[src/rtl/ppu_pkg.sv]
// Shared types and sizing for the RAM port arbiter.
// Holds the FSM state enum, address/length widths and starvation default.
package ppu_pkg;

  localparam int ADDR_W         = 8;
  localparam int LEN_W          = 4;
  localparam int CNT_W          = 4;
  localparam int STARVE_MAX_DEF = 4;

  typedef enum logic [1:0] {
    IDLE  = 2'd0,
    PEND  = 2'd1,
    BURST = 2'd2,
    DONE  = 2'd3
  } arb_state_t;

endpackage

[src/rtl/burst_counter.sv]
// Loader burst address/beat counter: load, wrap-increment, last-beat flag.
// Ports: clk, rst_n, load, inc, load_addr, load_len -> addr, last.
module burst_counter
  import ppu_pkg::*;
(
  input  logic              clk,
  input  logic              rst_n,
  input  logic              load,
  input  logic              inc,
  input  logic [ADDR_W-1:0] load_addr,
  input  logic [LEN_W-1:0]  load_len,
  output logic [ADDR_W-1:0] addr,
  output logic              last
);

  logic [LEN_W-1:0] remain;

  always_ff @(posedge clk or negedge rst_n) begin
    if (!rst_n) begin
      addr   <= '0;
      remain <= '0;
    end else if (load) begin
      addr   <= load_addr;
      remain <= load_len;
    end else if (inc) begin
      // 8-bit add wraps 0xFF -> 0x00 naturally
      addr   <= addr + 1'b1;
      remain <= remain - 1'b1;
    end
  end

  assign last = (remain == '0);

endmodule

[src/rtl/ram_port_arbiter.sv]
// Shares one ram256x8 port between the MEM stage and a byte-burst loader.
// Ports: mem_* pipeline side, ld_* loader side, ram_* RAM side, clk, R.
module ram_port_arbiter
  import ppu_pkg::*;
#(
  parameter int STARVE_MAX = STARVE_MAX_DEF
) (
  input  logic              clk,
  input  logic              R,
  input  logic              mem_req,
  input  logic              mem_rw,
  input  logic              mem_size,
  input  logic [ADDR_W-1:0] mem_addr,
  input  logic [31:0]       mem_wdata,
  output logic [31:0]       mem_rdata,
  output logic              mem_stall,
  input  logic              ld_req,
  input  logic              ld_rw,
  input  logic [ADDR_W-1:0] ld_addr,
  input  logic [LEN_W-1:0]  ld_len,
  input  logic [7:0]        ld_wdata,
  output logic              ld_ack,
  output logic [7:0]        ld_rdata,
  output logic              ld_busy,
  output logic              ld_done,
  output logic              ram_E,
  output logic              ram_RW,
  output logic              ram_Size,
  output logic [ADDR_W-1:0] ram_Addd,
  output logic [31:0]       ram_DI,
  input  logic [31:0]       ram_DO
);

  arb_state_t        state_q;
  arb_state_t        state_d;
  logic [CNT_W-1:0]  starve_cnt;
  logic              rw_q;
  logic [ADDR_W-1:0] cur_addr;
  logic              last_beat;
  logic              leave_idle;
  logic              in_burst;
  logic              burst_own;
  logic              mem_grant;
  logic              starve_hit;

  assign leave_idle = (state_q == IDLE) && ld_req;
  assign in_burst   = (state_q == BURST);
  assign starve_hit = (starve_cnt == CNT_W'(STARVE_MAX));
  // R gating keeps the RAM quiet while reset is held
  assign burst_own  = R && in_burst;
  assign mem_grant  = R && !in_burst && mem_req;

  burst_counter u_cnt (
    .clk       (clk),
    .rst_n     (R),
    .load      (leave_idle),
    .inc       (in_burst),
    .load_addr (ld_addr),
    .load_len  (ld_len),
    .addr      (cur_addr),
    .last      (last_beat)
  );

  always_ff @(posedge clk or negedge R) begin
    if (!R) state_q <= IDLE;
    else    state_q <= state_d;
  end

  always_comb begin
    state_d = state_q;
    unique case (state_q)
      IDLE:  if (ld_req) state_d = mem_req ? PEND : BURST;
      PEND:  if (!mem_req || starve_hit) state_d = BURST;
      BURST: if (last_beat) state_d = DONE;
      DONE:  state_d = IDLE;
      default: state_d = IDLE;
    endcase
  end

  always_ff @(posedge clk or negedge R) begin
    if (!R) begin
      starve_cnt <= '0;
      rw_q       <= 1'b0;
      ld_rdata   <= '0;
    end else begin
      if (leave_idle) begin
        rw_q       <= ld_rw;
        starve_cnt <= mem_req ? CNT_W'(1) : '0;
      end else if (state_q == PEND && state_d == PEND) begin
        starve_cnt <= starve_cnt + 1'b1;
      end else if (state_q != PEND) begin
        starve_cnt <= '0;
      end
      if (in_burst && !rw_q) ld_rdata <= ram_DO[7:0];
    end
  end

  always_comb begin
    ram_E     = 1'b0;
    ram_RW    = 1'b0;
    ram_Size  = 1'b0;
    ram_Addd  = '0;
    ram_DI    = '0;
    mem_rdata = '0;
    unique case (1'b1)
      burst_own: begin
        ram_E    = 1'b1;
        ram_RW   = rw_q;
        ram_Addd = cur_addr;
        ram_DI   = {24'h0, ld_wdata};
      end
      mem_grant: begin
        ram_E     = 1'b1;
        ram_RW    = mem_rw;
        ram_Size  = mem_size;
        ram_Addd  = mem_addr;
        ram_DI    = mem_wdata;
        mem_rdata = ram_DO;
      end
      default: ;
    endcase
    ld_ack    = burst_own;
    mem_stall = burst_own && mem_req;
    ld_busy   = (state_q != IDLE);
    ld_done   = (state_q == DONE);
  end

endmodule

[config.mk]
export PLATFORM = sky130hd
export DESIGN_NAME = ram_port_arbiter
export DESIGN_NICKNAME = d
export VERILOG_FILES = /design/src/rtl/ppu_pkg.sv /design/src/rtl/burst_counter.sv /design/src/rtl/ram_port_arbiter.sv
export SDC_FILE = /design/constraint.sdc
export NUM_CORES = 1
export LEC_CHECK = 0
export ABC_AREA = 0
export BUFFER_PORTS_ARGS = -buffer_cell sky130_fd_sc_hd__buf_2
export CORE_AREA = 5 5 76 78
export CTS_BUF_LIST = sky130_fd_sc_hd__clkbuf_8
export CTS_CLUSTER_DIAMETER = 30
export CTS_CLUSTER_SIZE = 28
export DETAILED_ROUTE_END_ITERATION = 10
export DIE_AREA = 0 0 81 83
export HOLD_SLACK_MARGIN = 0.06
export PLACE_DENSITY = 0.86
export SETUP_SLACK_MARGIN = 0.2
export SYNTH_ARGS = -nofsm -noshare
export SYNTH_HDL_FRONTEND = slang
export SYNTH_SLANG_ARGS = --single-unit
[constraint.sdc]
create_clock -name clk -period 4.3 [get_ports clk]
set_input_delay 0.215 -clock clk [delete_from_list [all_inputs] [get_ports clk]]
set_output_delay 0.215 -clock clk [all_outputs]
set_load 0.05 [all_outputs]
# Word level (Yosys, flattened, before mapping)
# Index checks and enable logic that the tools add are counted.
[word_totals] out_inout_bits=87 regBits=27 in_bits=99 elab_cells=51
[op_classes] n_eq_ne=6 add_sub_neg=3 n_reduce_logical=17 n_mux=19
[ops] op="$pmux W32 S2" count=1
[ops] op="$mux W32" count=1
[ops] op="$mux W4" count=5
[ops] op="$mux W8" count=2
[ops] op="$pmux W8 S2" count=1
[ops] op="$add A8 B1 Y8 const B" count=1
[ops] op="$mux W2" count=4
[ops] op="$pmux W2 S4" count=1
[ops] op="$logic_and A1 B1 Y1" count=7
[ops] op="$add A4 B1 Y4 const B" count=1
[ops] op="$eq A2 B1 Y1 const B" count=2
[ops] op="$eq A2 B2 Y1 const B" count=2
[ops] op="$eq A4 B3 Y1 const B" count=1
[ops] op="$logic_not A4 Y1" count=1
[ops] op="$reduce_bool A2 Y1" count=2
[ops] op="$sub A4 B1 Y4 const B" count=1
[ops] op="$logic_not A1 Y1" count=3
[ops] op="$mux W1" count=3
[ops] op="$reduce_bool A3 Y1" count=1
[ops] op="$logic_not A2 Y1" count=1
[ops] op="$ne A2 B1 Y1 const B" count=1
[ops] op="$pmux W1 S2" count=1
[ops] op="$reduce_or A2 Y1" count=1
[ops] op="$logic_or A1 B1 Y1" count=1

# Depth between registers and ports, before layout
[logic_depth] word_depth=8 ltp_mapped=6 depth_no_buf=5

# Modules after synthesis
# Synthesis repeated with hierarchy kept, for this count alone.
[unflattened] cells_unflattened=221 hier_area_um2=1991.9
[by_module_without_submodules] mod="ram_port_arbiter" area_per_inst_um2=1321.3 cells_per_inst=151 instances=1 seq_area_each_um2=375.4
[by_module_without_submodules] mod="burst_counter" area_per_inst_um2=670.6 cells_per_inst=70 instances=1 seq_area_each_um2=300.3

# Worst setup path after synthesis
# No wires, ideal clock.
[synth_timing] kind="register -> output" startpoint="register state_q[0]" endpoint="output port ram_E" required_ns=4.085 path_buffers=1 slack_ns=2.222 arrival_ns=1.863 path_stages_with_launch=4 path_cell_list="dfrtp_1 buf_4 nand2b_1 a21boi_0"
[synth_between] elab_chain_len=6 word_cells_on_any_way=7 cone_classes="eq/ne: 1; mux: 1; reduce/logical: 5"
[synth_rtl] item="start: declaration" line_no="ram_port_arbiter.sv:34" rtl="arb_state_t state_q;"
[synth_rtl] item="start signal: assignment" line_no="ram_port_arbiter.sv:66" rtl="else state_q <= state_d;"
[synth_rtl] item="$eq A2 B2 Y1 (*)" line_no="ram_port_arbiter.sv:47" rtl="assign in_burst = (state_q == BURST);"
[synth_rtl] item="$logic_not A1 Y1" line_no="ram_port_arbiter.sv:51" rtl="assign mem_grant = R && !in_burst && mem_req;"
[synth_rtl] item="$logic_and A1 B1 Y1 (2 in a row)" line_no="ram_port_arbiter.sv:51"
[synth_rtl] item="$reduce_or A2 Y1 (no line) (*)"
[synth_rtl] item="$mux W1 (*)" line_no="ram_port_arbiter.sv:105" rtl="unique case (1'b1)"
[synth_rtl] item="end: declaration" line_no="ram_port_arbiter.sv:26" rtl="output logic ram_E,"
# Mark *: on every way between the ends. The rest lies on a longest branch, timed or not.

# Worst setup path after layout
[layout_timing] startpoint="input port R" endpoint="output port ram_DI[23]"
[layout_between] elab_chain_len=3 word_cells_on_any_way=4 cone_classes="mux: 1; reduce/logical: 3"
[layout_rtl] item="start: declaration" line_no="ram_port_arbiter.sv:9" rtl="input logic R,"
[layout_rtl] item="$logic_and A1 B1 Y1 (2 in a row)" line_no="ram_port_arbiter.sv:51"
[layout_rtl] item="$pmux W32 S2 (*)" line_no="ram_port_arbiter.sv:105"
[layout_rtl] item="end: declaration" line_no="ram_port_arbiter.sv:30" rtl="output logic [31:0] ram_DI,"
# Marks and branches as above.

==> impl_metrics.csv <==
group,metric,value,unit
global_route,grt_pass1_vias,2297,
synth,yosys_warnings,0,
timing,rsz0062_at_grt,"no",
clock_network,clock_latency,280,ps
timing,finalHoldViolCount,0,
timing,fin_crit_sh,75.26,%
synth,yosys.area.top_type,"dfrtp_1",
synth,netlist_area,2049,sq um
synth,synth_top_cell_area_share,32.97,%
synth,yosysSeqAreaShare,32.97,%
clock_network,cts_buffers,3,
place,place_congestion,0.8542,
flow_run,drv_cap,0,
power_and_ir_drop,ir_drop,422.1,uV
detailed_routing,vias,2475,
synth,synth_compound_area_share,22.71,%
synth,synth_simple_gate_area_share,31.01,%
status,status,"finished, final reports clean",
worst_setup_path,r2r_cells,3,
detailed_routing,drtAntennaViolNets,0,
place,dp_hpwl,6396,um
timing,setup_viol,0,
synth,yosys-top-cells-area,"dfrtp_1 (33%), and2_1 (18%), a22o_1 (7.3%)",
detailed_routing,dr.pass1.iters,4,
hold_path,hold_start,"ld_addr[4]",
hold_path,min_path_cells,3,
synth,yosys.area_share.adder,2.442,%
finish,final_layout_size_suffix_gt1_share,49.39,%
place,portBuffers,185,
global_route,grt_pass1_wl,11920,um
clock_network,htree_levels,1,
finish,nets,515,
clock_network,clock_tree.root_cell,"clkbuf_8",
die,dieHeight,83,um
worst_setup_path,worst-setup-path-type,"in2out",
finish,fillCellCount,487,
power_and_ir_drop,power.leakage,1.714,nW
worst_setup_path,endpoint_kind,"output port",
clock_network,cts.repair.resized,0,
worst_setup_path,startpoint_type,"input pin",
hold_path,min_path_type,"in2reg",
detailed_routing,first_iter_violations,106,
finish,areaGrowthSynthToFinish,48.23,%
hold_path,min_to,"u_cnt.addr[4]",
die,die_w,81,um
synth,synth_top_family_by_area,"simple AND/OR/NAND/NOR gates",
power_and_ir_drop,powerDensity,637.1,nW/um^2
detailed_routing,routedWlPerCell,16.39,um
die,row_count,26,
global_route,grt_max_degree,75,
synth,syn-num-nets,342,
timing,clock_skew,5.476,ps
die,die_area,6723,sq um
clock_network,clk_pin_slew,100,ps
worst_setup_path,required,4090,ps
worst_setup_path,reg2reg_to,"ld_rdata[2]",
synth,synth-edff-count,0,
timing,fmax,309.0,MHz
die,start_util,40.91,%
timing,period_minus_slack,3236,ps
synth,synth_cell_types,43,
clock_network,cts_tree,"done",
global_route,grt.overflow.total,0,
synth,synth-main-ff-cell,"dfrtp_1",
synth,synth-xor-area-share,0,%
timing,slew_violations,0,
timing,tns,0,ps
detailed_routing,drc,0,
detailed_routing,via_per_inst,5.146,
worst_setup_path,crit_arrival,3020,ps
global_route,grtUsageTotal,22.24,%
worst_setup_path,crit-reg2reg-launch,"state_q[1]",
worst_setup_path,critPathMaxFanout,74,
detailed_routing,wl,7883,um
timing,worst_pin_slew,1167,ps
synth,avgSynthCellArea,8.575,sq um
clock_network,clock_sinks,27,
worst_setup_path,reg2reg_slack,2370,ps
synth,async_reset_ff_share,100.0,%
finish,diodes,0,
die,core,5010,sq um
timing,slew_headroom,22.01,%
synth,synth-seq-cells,27,
clock_network,cts_buffer_depth,2,
synth,synthMuxAreaShare,4.396,%
global_route,antenna_found_initial,0,
synth,synthCells,239,
die,ios,186,
power_and_ir_drop,power.total,1.935,mW
how the worst max path moves through the flow:
stage	depth (start not counted)	from	slack, ps	to
2_1_floorplan	3	state_q[0]	2220	ram_E
3_3_place_gp	5	R	1620	ram_DI[23]
3_5_place_dp	5	R	1540	ram_DI[23]
4_1_cts	6	R	1010	ram_DI[23]
5_1_grt	6	R	720	ram_DI[23]
6_report	6	R	1060	ram_DI[23]
registers in the layout, summed over array words and instances (netlist names):
signal and flops:
rw_q 1, u_cnt.remain 4, starve_cnt 4, ld_rdata 8, state_q 2, u_cnt.addr 8
critical path, cell delays in order:
cell and delay (ps):
dlygate4sd3_1 510, buf_2 520, nand2_1 220, nor2_4 920, and2_1 300, buf_2 290
cells by family (layout without fill, tap and decap cells):
logic type	after synthesis	count (layout)
and+or+nand+nor	105	105
buffers and inverters	30	202
DFF	27	27
adders and majority gates	4	4
AOI/OAI and AO/OA	65	65
muxes	8	8
what timing repair did:
action / in CTS / in global routing
hold endpoints to repair: 27 / 0
setup buffers: 0 / 0
hold buffers: 1 / 0
final cells by class:
class	count	area [sq um]	share of cell area (%)
clock buffer	3	41.29	1.359
clock inverter	1	3.754	0.1236
sequential	27	675.6	22.24
tap	70	87.58	2.883
multi-input combinational	182	1249	41.10
inverter	12	45.04	1.483
timing repair buffer	186	935.9	30.81
cell usage in the layout (no fill, tap or decap), types with 4 or more instances in the layout:
cell	instances
and2_1	58
o211ai_1	4
o21ai_0	8
nand3_1	9
nor2_1	6
ha_1	4
a31oi_1	8
nand2_1	9
mux2_2	8
buf_2	185
a21oi_1	9
inv_1	13
dfrtp_1	27
a22o_1	17
nand2b_1	4
power breakdown:
part	internal (mW)	total, mW	switching [mW]
Combinational	0.391	1.26	0.871
Sequential	0.370	0.525	0.155
Clock	0.0642	0.148	0.0837
synthesized netlist by cell type, drive strengths merged (2+ instances only):
library cell,instances
a21o,2
and2,58
o31ai,2
a2bb2oi,2
buf,7
a22o,17
a21oi,9
nor2b,3
a31oi,8
mux2,8
nor2,8
or3,3
clkbuf,11
o22ai,3
nand2,9
or4,2
ha,4
nand3b,2
nand3,9
o221ai,3
inv,12
o211ai,4
dfrtp,27
o21ai,8
nand2b,4
stage by stage:
step                      hold WS (ps)  worst slack (ps)  area [sq um]  utilization [%]  cells
after detailed placement         281.3              1540          2983            59.54    476
after CTS                        139.7              1006          3038            60.64    481
final                            134.8              1064          3038            60.64    481
after global placement           266.0              1618          2983            59.54    476
after floorplan                 -80.59              2222          2049                -    239
after global routing             158.5             724.8          3038            60.64    481
per-layer routing:
layer | wire length (um) | share of wire, % | vias up | global-route usage [%]
li1 | - | - | 1189 | -
met1 | 2998 | 38 | 1166 | 26.82
met2 | 3993 | 51 | 105 | 38.69
met3 | 721 | 9.1 | 15 | 5.195
met4 | 170 | 2.2 | 0 | 6.298
met5 | 0 | 0 | - | 0
(Power assumes the default switching activity.)
